<file path="src/rtl/programmable_divider.sv">
// Programmable divide-by-N counter with a terminal flag and a hitless divisor reload.
// The square-wave output SQ is built only when PROGRAMMABLE_DIVIDER_SQUARE_OUT_EN is defined.
module programmable_divider #(
    parameter int WIDTH       = 4,
    parameter int DEFAULT_DIV = 6
) (
    input  logic             CLK,
    input  logic             CLEAR,
    input  logic             EN,
    input  logic [WIDTH-1:0] DIV,
    input  logic             LOAD,
    output logic             LOAD_ACK,
    output logic [WIDTH-1:0] Count,
    output logic             OUT,
    output logic             SQ
);

    localparam logic [WIDTH-1:0] DEF_N = WIDTH'(DEFAULT_DIV);
    localparam logic [WIDTH-1:0] MIN_N = WIDTH'(2);

    // Reload handshake: LOAD is a one-edge request that needs no ready.
    // The request sits in pend_div/pend_flag until the first wrap edge that
    // sees pend_flag already set; that edge swaps the divisor in, and the
    // single-cycle LOAD_ACK that follows marks it as active.
    logic [WIDTH-1:0] active_div;
    logic [WIDTH-1:0] pend_div;
    logic             pend_flag;

    logic [WIDTH-1:0] load_val;
    logic [WIDTH-1:0] count_next;
    logic [WIDTH-1:0] div_next;
    logic             wrap;
    logic             apply;
    logic             out_next;

    always_comb begin
        load_val   = (DIV < MIN_N) ? MIN_N : DIV;
        wrap       = EN && (Count == active_div - WIDTH'(1));
        apply      = wrap && pend_flag;
        div_next   = apply ? pend_div : active_div;
        count_next = Count;
        if (EN) begin
            count_next = wrap ? '0 : Count + WIDTH'(1);
        end
        // Registered look-ahead so OUT rises on the same edge that loads N-1.
        out_next = (count_next == div_next - WIDTH'(1));
    end

    always_ff @(negedge CLK) begin
        if (CLEAR) begin
            Count      <= '0;
            OUT        <= 1'b0;
            LOAD_ACK   <= 1'b0;
            active_div <= DEF_N;
            pend_div   <= DEF_N;
            pend_flag  <= 1'b0;
        end else begin
            Count      <= count_next;
            OUT        <= out_next;
            LOAD_ACK   <= apply;
            active_div <= div_next;
            // A LOAD on the applying edge re-arms for the following wrap.
            if (LOAD) begin
                pend_div  <= load_val;
                pend_flag <= 1'b1;
            end else if (apply) begin
                pend_flag <= 1'b0;
            end
        end
    end

`ifdef PROGRAMMABLE_DIVIDER_SQUARE_OUT_EN
    logic [WIDTH:0] half_n;
    logic           sq_next;

    always_comb begin
        half_n  = ({1'b0, div_next} + (WIDTH+1)'(1)) >> 1;
        sq_next = ({1'b0, count_next} < half_n);
    end

    always_ff @(negedge CLK) begin
        if (CLEAR) begin
            SQ <= 1'b1;
        end else begin
            SQ <= sq_next;
        end
    end
`else
    assign SQ = 1'b0;
`endif

endmodule

</file>
<file path="config.mk">
export PLATFORM = sky130hd
export DESIGN_NAME = programmable_divider
export DESIGN_NICKNAME = d
export VERILOG_FILES = /design/src/rtl/programmable_divider.sv
export SDC_FILE = /design/constraint.sdc
export NUM_CORES = 1
export LEC_CHECK = 0
export CAP_MARGIN = 25
export CORE_ASPECT_RATIO = 0.9
export CORE_MARGIN = 2
export CORE_UTILIZATION = 45
export CTS_CLUSTER_SIZE = 16
export DETAILED_ROUTE_END_ITERATION = 8
export GPL_ROUTABILITY_DRIVEN = 0
export GPL_TIMING_DRIVEN = 1
export PLACE_DENSITY = 0.73
export SLEW_MARGIN = 5
export SYNTH_ARGS = -nofsm -noshare
export SYNTH_HDL_FRONTEND = slang
export SYNTH_SLANG_ARGS = --single-unit
</file>
<file path="constraint.sdc">
create_clock -name CLK -period 2.2 [get_ports CLK]
set_clock_uncertainty 0.15 [all_clocks]
set_input_delay 0.66 -clock CLK [delete_from_list [all_inputs] [get_ports CLK]]
set_output_delay 0.66 -clock CLK [all_outputs]
set_load 0.02 [all_outputs]
</file>
==> run summary <==
The flow ran to the end, but the final reports show violations. The checks that failed: negative setup slack. The worst relative slew slack was 61.6%.

The run gives 101 as the number of nets produced by synthesis. The hold buffer count at CTS was 0; the share of post-route cells with drive strength above 1 was 58.8%. The logs give -1.01 ns for the post-layout worst setup margin and 36.1% for the sequential cell area fraction in the yosys report. During synthesis, Yosys emitted a total of 0 warnings. Global routing used 37.0% of the available tracks. In this run the count of I/O pins placed on the die edge is 15.

In this run the critical register-to-register path is launched from Count[3]$_SDFF_NP0_. STA classifies the critical path startpoint as an input port. Clock-pin slew was measured on the worst setup and hold paths at 0.05 ns. Max-cap violations in this run came to 0. The count of endpoints failing hold in the final timing report is 0. The tools report the launching element of the worst setup path as EN. The tree is rooted in a sky130_fd_sc_hd__clkbuf_4.

Summed over all cells, the static leakage comes to 0.733 nW. The pin slew with the least headroom to its limit came out at 0.573 ns. At the worst endpoint, the required time is 1.23 ns. For the H-tree depth reported by CTS, the log shows 1.

The worst hold path begins at pend_div[0]$_SDFFE_NP0P_. The tools report the routed wire length as 3.75 mm. In this run the vertical extent of the chip is 44.8 um. The cell depth of the worst flop-to-flop path works out to 8. Measured on the finished design, the core utilization comes to 93.7%.

The die covers 2210 sq um. Global routing finished with a remaining overflow of 0. The synthesized instance count came out at 90.

Among all flip-flop cells after synthesis, the most frequent one is sky130_fd_sc_hd__dfxtp_1. Counting along the longest clock path gives a buffer depth of 2. For this design the ratio of total power to cell area is 457 nW/um^2. The area growth from synthesis to layout is 91.4%.

TritonCTS built the clock tree. Along the worst hold path, the cell count comes to 2. STA classifies the critical path endpoint as a flop. After layout, the design draws a total of 0.729 mW.

The logs give 14 for the number of rows created at floorplan and 0 for the remaining antenna violation count. The largest driver fanout on the critical path is 4, and the insertion delay of the later-clocked pin in the worst-skew pair is 0.40 ns. For this run, the post-layout net count is 165. The logs give 1.74 mm for the total half-perimeter wirelength after legalization and detailed placement and 319 sq um for the area used by sequential logic in the layout. Starting density of the core: 49.0%. Multi-input gate area in the final layout: 702 sq um. The logs give 52 for the fill cell instance count of the final layout and 5.75 mm for the global-route wire length before repair. The critical path class was input port to flop. The post-detailed-route via-to-cell ratio was 5.79; the worst ir drop on vdd was 0.436 mV.

The count of flip-flops with a built-in enable after synthesis works out to 0. The detailed router finished its first iteration with 50 violations. The average instance in the mapped netlist occupies 9.24 sq um. The via count of the first global-routing pass is 1138. Counting every sink on the clock net gives 15.

The total vias in the final route was 1024; the number of synthesized register bits was 15. For this run, asynchronously set or reset flops after synthesis account for 0%. Setup repair after global routing could not meet its margin everywhere.

Worst hold endpoint: pend_div[0]$_SDFFE_NP0P_. Buffers placed on the I/O ports in this run total 13. The endpoint identified for the worst register-to-register timing path is OUT$_SDFF_NP0_. The number of antenna violations at the first check in global routing was 0. Measured along the x axis, the die boundary spans 49.3 um.

The mapped netlist covers 832 sq um. The pre-antenna-repair detailed-routing pass consisted of 4 iterations. For the max-slew violation count, the log shows 0. The floorplan core area was 1700 sq um; the number of distinct standard cells referenced by the synthesized netlist was 37.

The detailed-route wire length per cell was 21.2 um; the setup slack of the most critical reg-to-reg path was -0.56 ns. The count of antenna diodes in the layout is 0, and the remaining routing DRC violations is 0. Entering global routing, the biggest net connects 9 pins. For the worst setup path, the data arrival time is 2.24 ns. Setup violations remaining at the end of the flow were counted as 18. The class of the most critical hold timing path is flop to flop. The total CTS buffers came out at 3.
==> cell usage after synthesis, drive strengths merged (2+ instances only) <==
cell    instances  share of area (%)
xnor2           3                3.2
dfxtp          15                 36
nand4           2                1.5
and2            2                2.0
a21oi           4                2.4
clkbuf          2               0.90
mux2            2                2.7
xor2            5                5.3
nor2           13                5.9
inv             4                1.8
a211o           3                3.3
ha              3                4.5
and3            2                1.7
nand3           4                3.9
nor3            2                1.2
nand2b          2                1.5
nand2           3                1.7
mux2i           4                4.8
nor2b           2                1.5
==> worst max-delay path by stage <==
stage / endpoint / slack, ns / cells past startpoint
after floorplan: OUT$_SDFF_NP0_ / -1.08 / 7
after global placement: OUT$_SDFF_NP0_ / -1.69 / 8
after detailed placement: OUT$_SDFF_NP0_ / -1.71 / 8
after CTS: OUT$_SDFF_NP0_ / -0.97 / 8
after global routing: OUT$_SDFF_NP0_ / -1.05 / 8
final: OUT$_SDFF_NP0_ / -1.01 / 7
==> power breakdown <==
part           switching (mW)  internal [mW]
logic                  0.0621         0.0646
clock network           0.209          0.103
registers              0.0123          0.278
==> layout make-up <==
| type | instances | share of cell area [%] |
|---|---|---|
| clock buffer | 3 | 1.41 |
| tap | 24 | 1.89 |
| sequential | 15 | 20.0 |
| multi-input combinational | 68 | 44.1 |
| inverter | 3 | 0.864 |
| clock inverter | 16 | 3.77 |
| timing repair buffer | 48 | 28.0 |
==> logic make-up (layout without fill, tap and decap cells) <==
group,after synthesis,after routing,synth area share (%)
flip-flops,15,15,36.1
buffers and inverters,7,70,3.61
multiplexers,6,6,7.52
XOR/XNOR,9,9,11.1
other,1,1,0.451
adder cells (fa/ha/maj),3,3,4.51
AO/OA/AOI/OAI,13,13,12.0
AND/OR/NAND/NOR,36,36,24.7
==> metrics by stage <==
stage / setup WS (ns) / instance area (sq um) / setup TNS (ns) / hold slack [ns] / std cells
after floorplan: -1.08 / 951 / -6.54 / 0.322 / 90
after global placement: -1.69 / 1280 / -19.31 / 0.338 / 151
after detailed placement: -1.71 / 1280 / -19.79 / 0.348 / 151
after CTS: -0.971 / 1520 / -7.52 / 0.346 / 177
after global routing: -1.05 / 1590 / -8.36 / 0.417 / 177
final: -1.01 / 1590 / -8.13 / 0.425 / 177
==> timing repair <==
action	CTS	global route
setup endpoints to repair	21	19
pin swaps	17	12
hold endpoints to repair	0	0
buffers inserted	9	4
resized for setup	90	18
==> critical path, cell delays in order <==
cell	delay, ns
sky130_fd_sc_hd__buf_8	0.08
sky130_fd_sc_hd__and4_4	0.24
sky130_fd_sc_hd__nand3_4	0.15
sky130_fd_sc_hd__mux2i_4	0.25
sky130_fd_sc_hd__a31o_1	0.19
sky130_fd_sc_hd__a211o_1	0.35
sky130_fd_sc_hd__a2111oi_4	0.31
==> per-layer routing <==
metal	GRT usage [%]	up-vias	share of wire (%)
met2	62.2	74	49
met3	14.2	28	8.3
met1	39.8	482	38
met5	0	-	0
met4	24.0	0	4.8
li1	-	440	-
==> layout by cell type (no fill, tap or decap), types with 3 or more instances in the layout <==
cell type                  count
sky130_fd_sc_hd__dfxtp_4       5
sky130_fd_sc_hd__buf_6        19
sky130_fd_sc_hd__nor2_2        3
sky130_fd_sc_hd__inv_1        18
sky130_fd_sc_hd__nor2_4        3
sky130_fd_sc_hd__xor2_1        4
sky130_fd_sc_hd__buf_4        25
sky130_fd_sc_hd__dfxtp_1      10
sky130_fd_sc_hd__xnor2_1       3
sky130_fd_sc_hd__a21oi_2       3
sky130_fd_sc_hd__clkbuf_4      3
sky130_fd_sc_hd__nor2_1        7
==> registers in the layout, indices dropped and copies added, names as in the netlist <==
signal      cells
Count           4
LOAD_ACK        1
OUT             1
active_div      4
pend_div        4
pend_flag       1
Note: power is estimated with default switching activity, not from simulation.
